### config.mk
export PLATFORM = sky130hd
export DESIGN_NAME = multicycle_datapath
export DESIGN_NICKNAME = d
export VERILOG_FILES = /design/src/rtl/cpu_pkg.sv /design/src/rtl/regfile_8x16.sv /design/src/rtl/multicycle_datapath.sv
export SDC_FILE = /design/constraint.sdc
export NUM_CORES = 1
export LEC_CHECK = 0
export ABC_AREA = 1
export BUFFER_PORTS_ARGS = -buffer_cell sky130_fd_sc_hd__buf_2
export CORE_MARGIN = 2
export CORE_UTILIZATION = 60
export DETAILED_ROUTE_END_ITERATION = 12
export PLACE_DENSITY = 0.75
export SLEW_MARGIN = 20
export SYNTH_ARGS = -nofsm -noshare
export SYNTH_HDL_FRONTEND = slang
export SYNTH_SLANG_ARGS = --single-unit
### constraint.sdc
create_clock -name clk -period 3.3 [get_ports clk]
set_input_delay 0.165 -clock clk [delete_from_list [all_inputs] [get_ports clk]]
set_output_delay 0.165 -clock clk [all_outputs]
set_load 0.05 [all_outputs]
### src/rtl/cpu_pkg.sv
// Shared encodings for the 16-bit multicycle CPU: opcodes, control-field values,
// instruction field positions and immediate sign-extension helpers.
package cpu_pkg;

   localparam logic [3:0] OP_ADD = 4'b0000;
   localparam logic [3:0] OP_ADI = 4'b0001;
   localparam logic [3:0] OP_NDU = 4'b0010;
   localparam logic [3:0] OP_LHI = 4'b0011;
   localparam logic [3:0] OP_LW  = 4'b0100;
   localparam logic [3:0] OP_SW  = 4'b0101;
   localparam logic [3:0] OP_LM  = 4'b0110;
   localparam logic [3:0] OP_SM  = 4'b0111;
   localparam logic [3:0] OP_JAL = 4'b1000;
   localparam logic [3:0] OP_JLR = 4'b1001;
   localparam logic [3:0] OP_BEQ = 4'b1100;

   localparam logic [2:0] ALU_ADD   = 3'b000;
   localparam logic [2:0] ALU_ADC   = 3'b001;
   localparam logic [2:0] ALU_SUB   = 3'b010;
   localparam logic [2:0] ALU_NAND  = 3'b011;
   localparam logic [2:0] ALU_PASSB = 3'b100;

   localparam logic [1:0] SRCB_B    = 2'b00;
   localparam logic [1:0] SRCB_ONE  = 2'b01;
   localparam logic [1:0] SRCB_IMM6 = 2'b10;
   localparam logic [1:0] SRCB_IMM9 = 2'b11;

   localparam logic [1:0] PCSRC_ALU    = 2'b00;
   localparam logic [1:0] PCSRC_ALUOUT = 2'b01;
   localparam logic [1:0] PCSRC_A      = 2'b10;
   localparam logic [1:0] PCSRC_HOLD   = 2'b11;

   localparam int OP_MSB = 15;
   localparam int OP_LSB = 12;
   localparam int RA_MSB = 11;
   localparam int RA_LSB = 9;
   localparam int RB_MSB = 8;
   localparam int RB_LSB = 6;
   localparam int RC_MSB = 5;
   localparam int RC_LSB = 3;
   localparam int CZ_MSB = 1;
   localparam int CZ_LSB = 0;

   function automatic logic [15:0] sext6(input logic [5:0] v);
      return {{10{v[5]}}, v};
   endfunction

   function automatic logic [15:0] sext9(input logic [8:0] v);
      return {{7{v[8]}}, v};
   endfunction

endpackage

### src/rtl/regfile_8x16.sv
// Eight 16-bit general-purpose registers: two asynchronous read ports,
// one synchronous write port, synchronous clear.
module regfile_8x16 (
   input  logic        clk,
   input  logic        reset,
   input  logic        we,
   input  logic [2:0]  ra1,
   input  logic [2:0]  ra2,
   input  logic [2:0]  wa,
   input  logic [15:0] wd,
   output logic [15:0] rd1,
   output logic [15:0] rd2
);

   logic [15:0] rf [8];

   // Reset wins over a pending write so an interrupted writeback never lands.
   always_ff @(posedge clk) begin
      if (reset) begin
         for (int i = 0; i < 8; i++) begin
            rf[i] <= '0;
         end
      end else if (we) begin
         rf[wa] <= wd;
      end
   end

   assign rd1 = rf[ra1];
   assign rd2 = rf[ra2];

endmodule

### src/rtl/multicycle_datapath.sv
// Multicycle datapath for the 16-bit CPU: executes one control word per cycle
// and reports opcode, condition bits and the ALU zero test back to the controller.
import cpu_pkg::*;

module multicycle_datapath (
   input  logic        clk,
   input  logic        reset,
   input  logic        pcen,
   input  logic        iord,
   input  logic        irwrite,
   input  logic        memwrite,
   input  logic        regwrite,
   input  logic        regdst,
   input  logic        memtoreg,
   input  logic        alusrca,
   input  logic [1:0]  alusrcb,
   input  logic [1:0]  pcsrc,
   input  logic [2:0]  alucontrol,
   output logic [3:0]  op,
   output logic [1:0]  cz,
   output logic        zero,
   output logic        cflag,
   output logic        zflag,
   output logic [15:0] mem_adr,
   output logic [15:0] mem_wdata,
   output logic        mem_we,
   input  logic [15:0] mem_rdata
);

   logic [15:0] pc, ir, mdr, a_reg, b_reg, alu_out;
   logic        c_pend, z_pend;
   logic [15:0] rd1, rd2, wd3;
   logic [2:0]  ra, rb, rc, wa3;
   logic [15:0] imm6_ext, imm9_ext;
   logic [15:0] src_a, src_b, alu_result, pc_next;
   logic [16:0] sum;
   logic        alu_carry;

   assign op       = ir[OP_MSB:OP_LSB];
   assign cz       = ir[CZ_MSB:CZ_LSB];
   assign ra       = ir[RA_MSB:RA_LSB];
   assign rb       = ir[RB_MSB:RB_LSB];
   assign rc       = ir[RC_MSB:RC_LSB];
   assign imm6_ext = sext6(ir[5:0]);
   assign imm9_ext = sext9(ir[8:0]);

   assign wa3 = regdst ? rc : ra;
   assign wd3 = memtoreg ? mdr : alu_out;

   regfile_8x16 u_regfile (
      .clk   (clk),
      .reset (reset),
      .we    (regwrite),
      .ra1   (ra),
      .ra2   (rb),
      .wa    (wa3),
      .wd    (wd3),
      .rd1   (rd1),
      .rd2   (rd2)
   );

   assign src_a = alusrca ? a_reg : pc;

   always_comb begin
      src_b = b_reg;
      case (alusrcb)
         SRCB_B:    src_b = b_reg;
         SRCB_ONE:  src_b = 16'd1;
         SRCB_IMM6: src_b = imm6_ext;
         SRCB_IMM9: src_b = imm9_ext;
         default:   src_b = b_reg;
      endcase
   end

   // Arithmetic runs 17 bits wide; bit 16 is the carry (for SUB: no-borrow).
   always_comb begin
      sum        = '0;
      alu_result = '0;
      alu_carry  = 1'b0;
      case (alucontrol)
         ALU_ADD: begin
            sum        = {1'b0, src_a} + {1'b0, src_b};
            alu_result = sum[15:0];
            alu_carry  = sum[16];
         end
         ALU_ADC: begin
            sum        = {1'b0, src_a} + {1'b0, src_b} + {16'd0, cflag};
            alu_result = sum[15:0];
            alu_carry  = sum[16];
         end
         ALU_SUB: begin
            sum        = {1'b0, src_a} + {1'b0, ~src_b} + 17'd1;
            alu_result = sum[15:0];
            alu_carry  = sum[16];
         end
         ALU_NAND:  alu_result = ~(src_a & src_b);
         ALU_PASSB: alu_result = src_b;
         default:   alu_result = '0;
      endcase
   end

   assign zero = (alu_result == 16'd0);

   always_comb begin
      pc_next = pc;
      case (pcsrc)
         PCSRC_ALU:    pc_next = alu_result;
         PCSRC_ALUOUT: pc_next = alu_out;
         PCSRC_A:      pc_next = a_reg;
         PCSRC_HOLD:   pc_next = pc;
         default:      pc_next = pc;
      endcase
   end

   // Operand latches refresh every cycle; PC, IR and flags only on their enables.
   // A load writeback tests MDR for zero and leaves the carry alone.
   always_ff @(posedge clk) begin
      if (reset) begin
         pc      <= '0;
         ir      <= '0;
         mdr     <= '0;
         a_reg   <= '0;
         b_reg   <= '0;
         alu_out <= '0;
         c_pend  <= 1'b0;
         z_pend  <= 1'b0;
         cflag   <= 1'b0;
         zflag   <= 1'b0;
      end else begin
         a_reg   <= rd1;
         b_reg   <= rd2;
         mdr     <= mem_rdata;
         alu_out <= alu_result;
         c_pend  <= alu_carry;
         z_pend  <= zero;
         if (irwrite) begin
            ir <= mem_rdata;
         end
         if (pcen) begin
            pc <= pc_next;
         end
         if (regwrite) begin
            if (memtoreg) begin
               zflag <= (mdr == 16'd0);
            end else begin
               cflag <= c_pend;
               zflag <= z_pend;
            end
         end
      end
   end

   assign mem_adr   = iord ? alu_out : pc;
   assign mem_wdata = b_reg;
   assign mem_we    = memwrite;

endmodule

## Word-level counts from Yosys, hierarchy flattened

Memories as Yosys holds them, arrays and structs flattened. A register that Yosys moved wholly into a read port is not among the register bits.
Cells that the tools add are included.

- Add/subtract/negate cells: 4
- Equality and inequality tests: 10
- Muxes and demuxes: 17
- Bitwise operators: 5
- Reductions and logical operators: 8

Operators with widths:

| kind | number |
|---|---|
| case mux 16 bit (5 select lines) | 1 |
| 2-to-1 mux 16 bit | 4 |
| case mux 16 bit (4 select lines) | 1 |
| case mux 16 bit (3 select lines) | 1 |
| adder 16 x 16 -> 17 bit | 2 |
| logical NOT 16 bit | 2 |
| inverter 16 bit | 2 |
| adder 17 x 1 -> 17 bit | 1 |
| adder 17 x 1 -> 17 bit, second input constant | 1 |
| bitwise AND 16 bit | 1 |
| OR reduction 16 bit | 1 |
| equality test 2 bit, second input constant | 4 |
| 2-to-1 mux 1 bit | 7 |
| equality test 3 x 2 -> 1 bit, second input constant | 2 |
| 2-to-1 mux 3 bit | 2 |
| equality test 2 x 1 -> 1 bit, second input constant | 2 |
| logical NOT 2 bit | 2 |
| AND reduction 2 bit | 2 |
| equality test 3 x 1 -> 1 bit, second input constant | 1 |
| equality test 3 bit, second input constant | 1 |
| logical NOT 3 bit | 1 |
| case mux 1 bit (3 select lines) | 1 |
| inverter 1 bit | 2 |

- Flip-flop bits (word level): 68
- Memory bits (writable): 128
- Output and inout port bits: 42
- Word-level logic and storage cells: 53
- Memories kept: 1

Memory list:

| name | depth | width | rd ports | clocked after memory_dff | write ports | RTL line | source |
|---|---|---|---|---|---|---|---|
| u_regfile.rf | 8 | 16 | 2 | 2 | 8 | regfile_8x16.sv:15 | `logic [15:0] rf [8];` |

## Longest topological paths before layout

Gate-level depths: netlist of run 1.

- Depth after elaboration: 7
- Depth in mapped cells: 27

## Modules after synthesis

From an unflattened synthesis of run 1, not the netlist that was laid out.

- Cell total of the unflattened synthesis: 2224
- Area total of the unflattened synthesis: 15006.9 um^2

Modules (own cells, without submodules):

| module | instances | cells an instance | area an instance (um^2) | sequential area each (um^2) |
|---|---|---|---|---|
| regfile_8x16 | 1 | 1032 | 7532.2 | 3843.7 |
| multicycle_datapath | 1 | 1192 | 7474.7 | 2001.9 |

## Worst setup path after synthesis of run 1

OpenSTA, ideal clock, no wires.

- Kind: flip-flop to output port
- Start point: reg b_reg[0], in the netlist mem_wdata[0] (read register of u_regfile.rf)
- End point: out zero
- Arrival time: 3239 ps
- Data required time: 3135 ps
- Path slack: -104 ps
- Cell stages (with the launch flop): 19
- Buffers on the path: 0
- Cell sequence: dfxtp_1 -> a2bb2oi_2 -> ha_1 -> inv_1 -> fa_1 -> inv_1 -> ha_1 -> inv_1 -> nor2_2 -> nand3_1 -> nor2_1 -> nand2_1 -> nor2_2 -> nand4_1 -> nand3_1 -> nand2_1 -> nor2_1 -> nand4_2 -> inv_1

- Cells in the longest elaborated chain, start to end: 6
- Elaborated cells between the ends (all ways): 10

Ends and longest elaborated chain:

| element | RTL line | source |
|---|---|---|
| start: declaration | multicycle_datapath.sv:30 | `logic [15:0] pc, ir, mdr, a_reg, b_reg, alu_out;` |
| case mux 16 bit (4 select lines) (*) | multicycle_datapath.sv:66 | `case (alusrcb)` |
| inverter 16 bit | multicycle_datapath.sv:92 | `sum = {1'b0, src_a} + {1'b0, ~src_b} + 17'd1;` |
| adder 16 x 16 -> 17 bit | multicycle_datapath.sv:92 |  |
| adder 17 x 1 -> 17 bit | multicycle_datapath.sv:92 |  |
| case mux 16 bit (5 select lines) (*) | multicycle_datapath.sv:80 | `case (alucontrol)` |
| logical NOT 16 bit (*) | multicycle_datapath.sv:102 | `assign zero = (alu_result == 16'd0);` |
| end: declaration | multicycle_datapath.sv:21 | `output logic zero,` |

Every way passes the cells marked *; elsewhere a longest branch is shown, timed or not.

## Worst setup path in the final report of run 1

- Start point: reg ir[0]
- End point: out zero

- Cells in the longest elaborated chain, start to end: 6
- Elaborated cells between the ends (all ways): 10

Ends and longest elaborated chain:

| element | RTL line | source |
|---|---|---|
| start: declaration | multicycle_datapath.sv:30 |  |
| start signal: assignment | multicycle_datapath.sv:137 | `ir <= mem_rdata;` |
| case mux 16 bit (4 select lines) (*) | multicycle_datapath.sv:66 |  |
| inverter 16 bit | multicycle_datapath.sv:92 |  |
| adder 16 x 16 -> 17 bit | multicycle_datapath.sv:92 |  |
| adder 17 x 1 -> 17 bit | multicycle_datapath.sv:92 |  |
| case mux 16 bit (5 select lines) (*) | multicycle_datapath.sv:80 |  |
| logical NOT 16 bit (*) | multicycle_datapath.sv:102 |  |

Marked as above.

==> metrics.md, run 1 <==
| Metric | Value |
|---|---|
| Status | `complete, but fails checks` |
| Failing checks | `negative setup slack` |
| Post-Route WL | `48110 um` |
| Worst path slowest cell | `fa_2` |
| Detailed placement HPWL | `34960 um` |
| Initial antenna violation count | `2` |
| First-pass DRT Iterations | `8` |
| Clock skew | `0.03554 ns` |
| Vias in the first global route | `13498` |
| PortBufs | `72` |
| Root buf cell | `clkbuf_16` |
| Largest net degree at the start of global routing | `114` |
| Via-to-Cell Ratio | `5.936` |
| DRC viols | `0` |
| Slew Viols, Final | `0` |
| Largest register FFs | `128` |
| Num CTS Buffers | `24` |
| CP Capture Type | `output pin` |
| # nets final | `2173` |
| Max incr delay on CP | `0.54 ns` |
| Fillers | `1719` |
| Insertion delay to the later sink of the worst-skew pair | `0.53 ns` |
| MaxCap Viol Count | `0` |
| Clock sinks | `228` |
| Internal power | `5.680 mW` |
| DR iter-0 viols | `1699` |
| Arrival time at the worst endpoint | `3.57 ns` |
| CTS HTree Levels | `1` |
| Post-synthesis cell count | `1871` |
| Leading area contributor after synthesis | `edfxtp_1` |
| First-pass GRT wire length | `73530 um` |
| Final Util | `76.50%` |
| Total track usage | `39.09%` |
| Final hold viol count | `0` |
| RSZ-0062 raised after global routing | `true` |
| Die Ht | `156.5 um` |
| Clk pwr share | `30.5%` |
| Power share of the sequential group | `38.7%` |
| Max IR drop VDD | `0.4641 mV` |
| Syn_area_per_cell | `7.456 um2` |
| Final min period | `3.731 ns` |
| Final period util | `113.1%` |
| Total grt overflow | `0` |
| Post-synth EDFFs | `128` |
| CTS tree | `built` |
| Worst setup margin | `-0.4309 ns` |
| Top cell type's share of synthesized area | `27.55%` |
| P_leak | `7.541 nW` |
| Clock transition at path regs | `0.06 ns` |
| Die ar. | `24490 um2` |
| Yosys warnings | `0` |
| Setup CP Type | `reg -> out` |
| Area delta synth->final | `24.53%` |
| Sw Share | `33.51%` |
| Logic pwr share | `30.7%` |
| Ys flop type | `edfxtp_1` |
| Worst Path Required | `3.13 ns` |
| Synth top area cells | `edfxtp_1 (28%), dfxtp_1 (14%), nand2_1 (8.6%)` |
| FF/Latch Area | `5861 um2` |
| Row cnt | `55` |
| Psw | `2.863 mW` |
| Placer Congestion | `1.019` |
| PD cells | `491.8 nW/um2` |
| Relative slew slack | `19.83%` |
| Final setup viols | `1` |
| Tot Pwr | `8.543 mW` |
| WL/cell | `20.01 um` |
| Area of the multi-input gates | `7311 um2` |
| Core ar. | `22710 um2` |
| Fmax | `268.0 MHz` |
| DRT antenna net count | `0` |
| Die X | `156.5 um` |
| Crit-path cells | `inv_4 > a2bb2oi_4 > ha_4 > inv_4 > fa_2 > inv_2 > ha_4 > nand2_2 > o21ai_2 > nor2_2 > nand2_1 > nor2_1 > nand2_1 > nor2_2 > nand2_1 > nor2_1 > nand2_1 > nor2_2 > nand4_2 > inv_2 > buf_8` |
| Vias | `14276` |
| Initial Utilization | `61.43%` |
| Synth unique cells | `51` |
| Worst path most repeated cell | `nand2_1` |
| Worst Hold Class | `in -> reg` |
| Syn Nets | `1943` |
| Async SR Flop Fraction | `0%` |
| Share of cells above drive strength 1 | `26.02%` |
| Most flop-heavy register | `u_regfile.rf` |
| Synth Cell Area | `13950 um2` |
| Critical-path maximum fanout | `3` |
| Flops & latches, synth | `228` |
| Family with the most delay on the worst path | `simple AND/OR/NAND/NOR gates` |
| Register area share after synthesis | `41.90%` |
| Startpoint types | `flop` |
| Clk buf depth | `3` |
| Ports | `75` |
| Slew @ Worst Pin | `1.169 ns` |
| CP bufs+invs | `5` |
## final timing paths
check	startpoint	to	slack, ns	depth (start not counted)
worst max-delay path	ir[0]$_SDFFE_PP0P_	zero	-0.43	21
worst min-delay path	irwrite	ir[2]$_SDFFE_PP0P_	0.13	2
worst max register to register	ir[0]$_SDFFE_PP0P_	pc[1]$_SDFFE_PP0P_	0	21
worst min register to register	pc[8]$_SDFFE_PP0P_	pc[8]$_SDFFE_PP0P_	0.47	2
## placed cells by master (no fill, tap or decap), types with 12 or more instances in the layout
| cell | Yosys | routed |
|---|---|---|
| nand2_2 | 32 | 46 |
| nand4_1 | 12 | 12 |
| ha_4 | 0 | 14 |
| buf_2 | 3 | 71 |
| ha_1 | 37 | 22 |
| nand2_1 | 318 | 299 |
| nand3_2 | 11 | 18 |
| dfxtp_1 | 100 | 92 |
| clkbuf_16 | 0 | 25 |
| o211ai_1 | 41 | 41 |
| inv_2 | 23 | 35 |
| dlygate4sd3_1 | 0 | 17 |
| o21ai_0 | 236 | 224 |
| nand3_1 | 69 | 58 |
| nor2_2 | 17 | 28 |
| a31oi_1 | 35 | 35 |
| nor2_1 | 261 | 242 |
| a21oi_1 | 133 | 126 |
| inv_1 | 198 | 184 |
| o21ai_1 | 18 | 22 |
| buf_4 | 9 | 220 |
| nor2_4 | 6 | 14 |
| edfxtp_1 | 128 | 128 |
## layer usage
metal,share of wire [%],global-route usage [%]
met1,38,48.81
met2,47,64.95
met4,6.4,21.36
met5,0,0
met3,8.3,6.425
## worst reg2reg max path, cell delays in order, from the launching register on
cell and delay [ns]:
dfxtp_2 0.37, inv_4 0.06, a2bb2oi_4 0.18, ha_4 0.18, inv_4 0.04, fa_2 0.54
inv_2 0.06, ha_4 0.21, nand2_2 0.08, o21ai_2 0.06, nor2_2 0.18, nand2_1 0.10
buf_4 0.15, buf_4 0.13, buf_4 0.12, buf_4 0.13, buf_4 0.13, buf_4 0.12
buf_4 0.12, buf_4 0.13, nand2_2 0.06, a21oi_2 0.06
## Yosys cell counts, types with 4 or more instances
cell / instances
nand2_1: 318
nor2_1: 261
o21ai_0: 236
inv_1: 198
a21oi_1: 133
edfxtp_1: 128
dfxtp_1: 100
clkbuf_1: 83
nand3_1: 69
o211ai_1: 41
ha_1: 37
a31oi_1: 35
nand2_2: 32
inv_2: 23
o21ai_1: 18
nor2_2: 17
nand4_1: 12
nand3_2: 11
buf_4: 9
buf_6: 9
o21bai_1: 9
a22oi_1: 7
o22ai_1: 7
a22o_1: 6
nor2_4: 6
nor3_1: 6
a221o_1: 5
o21ai_2: 5
buf_1: 4
nand2_4: 4
nor3_2: 4
o221ai_1: 4
## cells by family (layout without fill, tap and decap cells)
family          count (synthesis)  in the layout  synth area share [%]
buf+inv                       332            579                 9.686
simple gates                  752            752                 23.74
fa+ha+maj                      39             39                 3.605
other cells                     0              2                     0
xor+xnor                        1              1               0.06279
compound gates                517            517                 20.86
flops                         228            228                 41.90
mux                             2              2                0.1435
## timing repair
action,4_1_cts,5_1_grt
pin swaps,50,25
setup endpoints to repair,2,4
gates resized for setup,113,44
hold buffers,17,0
setup buffers,26,6
hold endpoints to repair,32,0
## final cells by class
cell class	instances	share of cell area [%]
Multi-Input combinational cell	1311	42.08
Sequential cell	228	33.73
Timing Repair Buffer	312	12.81
Inverter	224	4.869
Clock buffer	39	4.206
Tap cell	285	2.053
Clock inverter	4	0.2161
Antenna cell	2	0.02881
## power groups by stage
stage	Clock, mW	Combinational [mW]	Sequential [mW]
final	2.61	2.63	3.31
after global routing	2.72	2.82	3.32
after CTS	2.62	2.51	3.30
after detailed placement	0	2.30	3.35
after global placement	0	2.27	3.35
after floorplan	0	1.33	3.37
## metrics by stage
step	setup WS [ns]	std cells	hold slack, ns	setup TNS (ns)	cell area, um2
after floorplan	0.01072	1871	0.2899	0	13950
after global placement	-0.3545	2317	0.3306	-0.5098	15650
after detailed placement	-0.3927	2317	0.3306	-0.9961	15650
after CTS	-0.3357	2403	0.1009	-0.5506	17210
after global routing	-0.6234	2404	0.1493	-0.7630	17370
final	-0.4309	2405	0.1296	-0.4309	17370
(Power assumes the default switching activity.)
==> inputs of run 2 (changes only) <==
- GPL_TIMING_DRIVEN: default -> 0
- clock period: 3.3 -> 4.6 ns (I/O delays scaled with it)
==> run 2 against run 1 <==
Effect of this change:
- the run now ends clean
- clock-buffer cell count fell by 7
- die area unchanged
- final area shrank 9.5%
- largest cell class unchanged
==> metrics.md, run 2 (synthesis gave the netlist of run 1 again) <==
| Metric | Value |
|---|---|
| Status | `finished, final reports clean` |
| DRC viols | `0 (unchanged)` |
| Placer Congestion | `1.105 (+8.5%)` |
| Crit path to | `zero` |
| Critical-path maximum fanout | `7 (+4)` |
| Insertion delay to the later sink of the worst-skew pair | `0.54 ns (about the same)` |
| Ports | `75 (unchanged)` |
| # nets final | `2060 (-5.2%)` |
| Total grt overflow | `0 (unchanged)` |
| Clk pwr share | `33.1% (+2.6 points)` |
| Area delta synth->final | `12.69%` |
| Max IR drop VDD | `0.4414 mV (-4.9%)` |
| Final hold viol count | `0 (unchanged)` |
| Die ar. | `24490 um2 (unchanged)` |
| PD cells | `370.6 nW/um2 (-25%)` |
| DRT antenna net count | `0 (unchanged)` |
| Vias in the first global route | `13298 (-1.5%)` |
| Final Non-Filler Cells | `2290 (-4.8%)` |
| Ant. Diodes | `0 (-2)` |
| First-pass GRT wire length | `75370 um (+2.5%)` |
| Final setup viols | `0 (-1)` |
| CP Launch Point | `ir[5]$_SDFFE_PP0P_` |
| Clock skew | `0.03062 ns (-0.004921 ns)` |
| Fin Hold WS | `0.01937 ns (-0.1102 ns)` |
| Slew @ Worst Pin | `1.277 ns (+0.1078 ns)` |
| Detailed placement HPWL | `39310 um (+12%)` |
| Reg-to-Reg Start | `ir[5]$_SDFFE_PP0P_` |
| Setup_tns | `0 ns (+0.4309 ns)` |
| Initial antenna violation count | `0 (-2)` |
| Worst path slowest cell | `ha_1` |
| Num CTS Buffers | `24 (unchanged)` |
| Via-to-Cell Ratio | `6.207 (+4.6%)` |
| Logic pwr share | `26.4% (-4.3 points)` |
| Crit-path cells | `nand2_1 > nor2_1 > nor2_2 > nand2_4 > o21ai_2 > inv_1 > ha_1 > nand2_2 > nor2_2 > nand4_1 > nand3_1 > nand2_1 > nand2_1 > o21bai_1 > nor2_1 > nand4_1 > nor2_2 > nand4_2 > inv_1 > clkbuf_4` |
| PortBufs | `71 (-1.4%)` |
| Startpoint types | `flop` |
| Clock sinks | `228 (unchanged)` |
| FF-to-FF setup slack | `0.96 ns (+0.96 ns)` |
| Dpl cells | `2227 (-3.9%)` |
| Reg2reg end | `c_pend$_SDFF_PP0_` |
| Post-route design area | `15720 um2 (-9.5%)` |
| Commonest non-fill, non-tap cells in the layout | `nand2_1 (317), nor2_1 (259), o21ai_0 (235)` |
| P_leak | `6.648 nW (-12%)` |
| Arrival time at the worst endpoint | `4.20 ns (+0.63 ns)` |
| CTS tree | `built` |
| Most common cell after layout, fill and taps aside | `nand2_1` |
| Fmax | `225.9 MHz` |
| Final period util | `96.25%` |
| RSZ-0062 raised after global routing | `false` |
| Power share of the sequential group | `40.5% (+1.8 points)` |
| Total track usage | `41.38% (+2.3 points)` |
| Clk buf depth | `3 (unchanged)` |
| Relative slew slack | `14.30% (-5.5 points)` |
| Final min period | `4.427 ns` |
| Slew Viols, Final | `0 (unchanged)` |
| Tot Pwr | `5.826 mW (-32%)` |
| Die X | `156.5 um (unchanged)` |
| Setup CP Type | `reg -> out` |
| Most flop-heavy register | `u_regfile.rf` |
| Post-Route WL | `51190 um (+6.4%)` |
| Psw | `2.021 mW (-29%)` |
| Sw Share | `34.69% (+1.2 points)` |
| WL/cell | `22.35 um (+12%)` |
| MaxCap Viol Count | `0 (unchanged)` |
| DR iter-0 viols | `2025 (+19%)` |
| Vias | `14213 (-0.44%)` |
| Worst setup margin | `0.1726 ns (+0.6035 ns)` |
| R2R depth | `19 (-9.5%)` |
| Share of cells above drive strength 1 | `13.42% (-13 points)` |
| Final Util | `69.23% (-7.3 points)` |
| Row cnt | `55 (unchanged)` |
| First-pass DRT Iterations | `7 (-1)` |
| Internal power | `3.805 mW (-33%)` |
| CTS HTree Levels | `1 (unchanged)` |
| Largest net degree at the start of global routing | `17 (-85%)` |
| CP Capture Type | `output pin` |
| Clock transition at path regs | `0.06 ns (about the same)` |
| Place WS | `0.4565 ns (+0.8492 ns)` |
| Worst Hold Class | `in -> reg` |
| Root buf cell | `clkbuf_16` |
| Die Ht | `156.5 um (unchanged)` |
| Cell Area, Placed | `14690 um2 (-6.1%)` |
| Worst Path Required | `4.37 ns (+1.24 ns)` |
| Largest register FFs | `128 (unchanged)` |
| Core ar. | `22710 um2 (unchanged)` |
| Max incr delay on CP | `0.49 ns (-0.05 ns)` |
| Initial Utilization | `61.43% (unchanged)` |
[run 2: cell types whose count changed in the layout (fill, tap and decap cells not counted), sizes merged]
cell         before  now
buf             295   98
clkbuf           39  117
clkinvlp          0    5
clkinv            6    9
inv             222  219
bufinv            0    2
diode             2    0
dlygate4sd3      17   16
[run 2: worst max-delay path, delay by kind of cell (launching register included)]
| kind | cells | cell delay (ns) |
|---|---|---|
| fa+ha+maj | 1 | 0.49 |
| flops | 1 | 0.32 |
| simple gates | 14 | 2.22 |
| buf+inv | 3 | 0.38 |
| compound gates | 2 | 0.24 |
[run 2: area by class of cell]
cell class / count / area (um2)
buffer: 108 / 513.0
clock buffer: 32 / 654.4
clock inverter: 11 / 121.4
fill: 1936 / 6988
inverter: 224 / 852.1
multi-input combinational: 1311 / 6829
sequential: 228 / 5847
tap: 285 / 356.6
timing repair buffer: 91 / 548.0
[run 2: worst min path at each step]
stage / slack [ns] / from / end / cells past startpoint
finish: 0.02 / regwrite / cflag$_SDFFE_PP0P_ / 3
global route: 0.03 / regwrite / cflag$_SDFFE_PP0P_ / 3
CTS: 0.02 / regwrite / cflag$_SDFFE_PP0P_ / 3
detailed placement: 0.45 / mem_rdata[13] / mdr[13]$_SDFF_PP0_ / 3
global placement: 0.44 / mem_rdata[15] / mdr[15]$_SDFF_PP0_ / 3
floorplan: 0.35 / mem_rdata[0] / mdr[0]$_SDFF_PP0_ / 2
[run 2: power by group through the flow]
stage	Clock (mW)	Sequential [mW]	Combinational, mW
2_1_floorplan	0	2.41	0.957
3_3_place_gp	0	2.39	1.43
3_5_place_dp	0	2.40	1.46
4_1_cts	1.91	2.35	1.47
5_1_grt	1.99	2.37	1.64
6_report	1.93	2.36	1.54
[run 2: metal layers]
metal / share of wire (%) / vias up / track usage [%]
li1: - / 6510 / -
met1: 36 / 6532 / 50.30
met2: 46 / 958 / 67.93
met3: 11 / 213 / 8.613
met4: 7.1 / 0 / 24.86
met5: 0 / - / 0
[run 2: repair_timing]
item                                    CTS  global route
endpoints found under the setup margin    1             1
endpoints found under the hold margin    31             0
setup buffers                             0             4
gates resized for setup                   2            16
pin swaps                                 0             2
hold buffers                             16             0
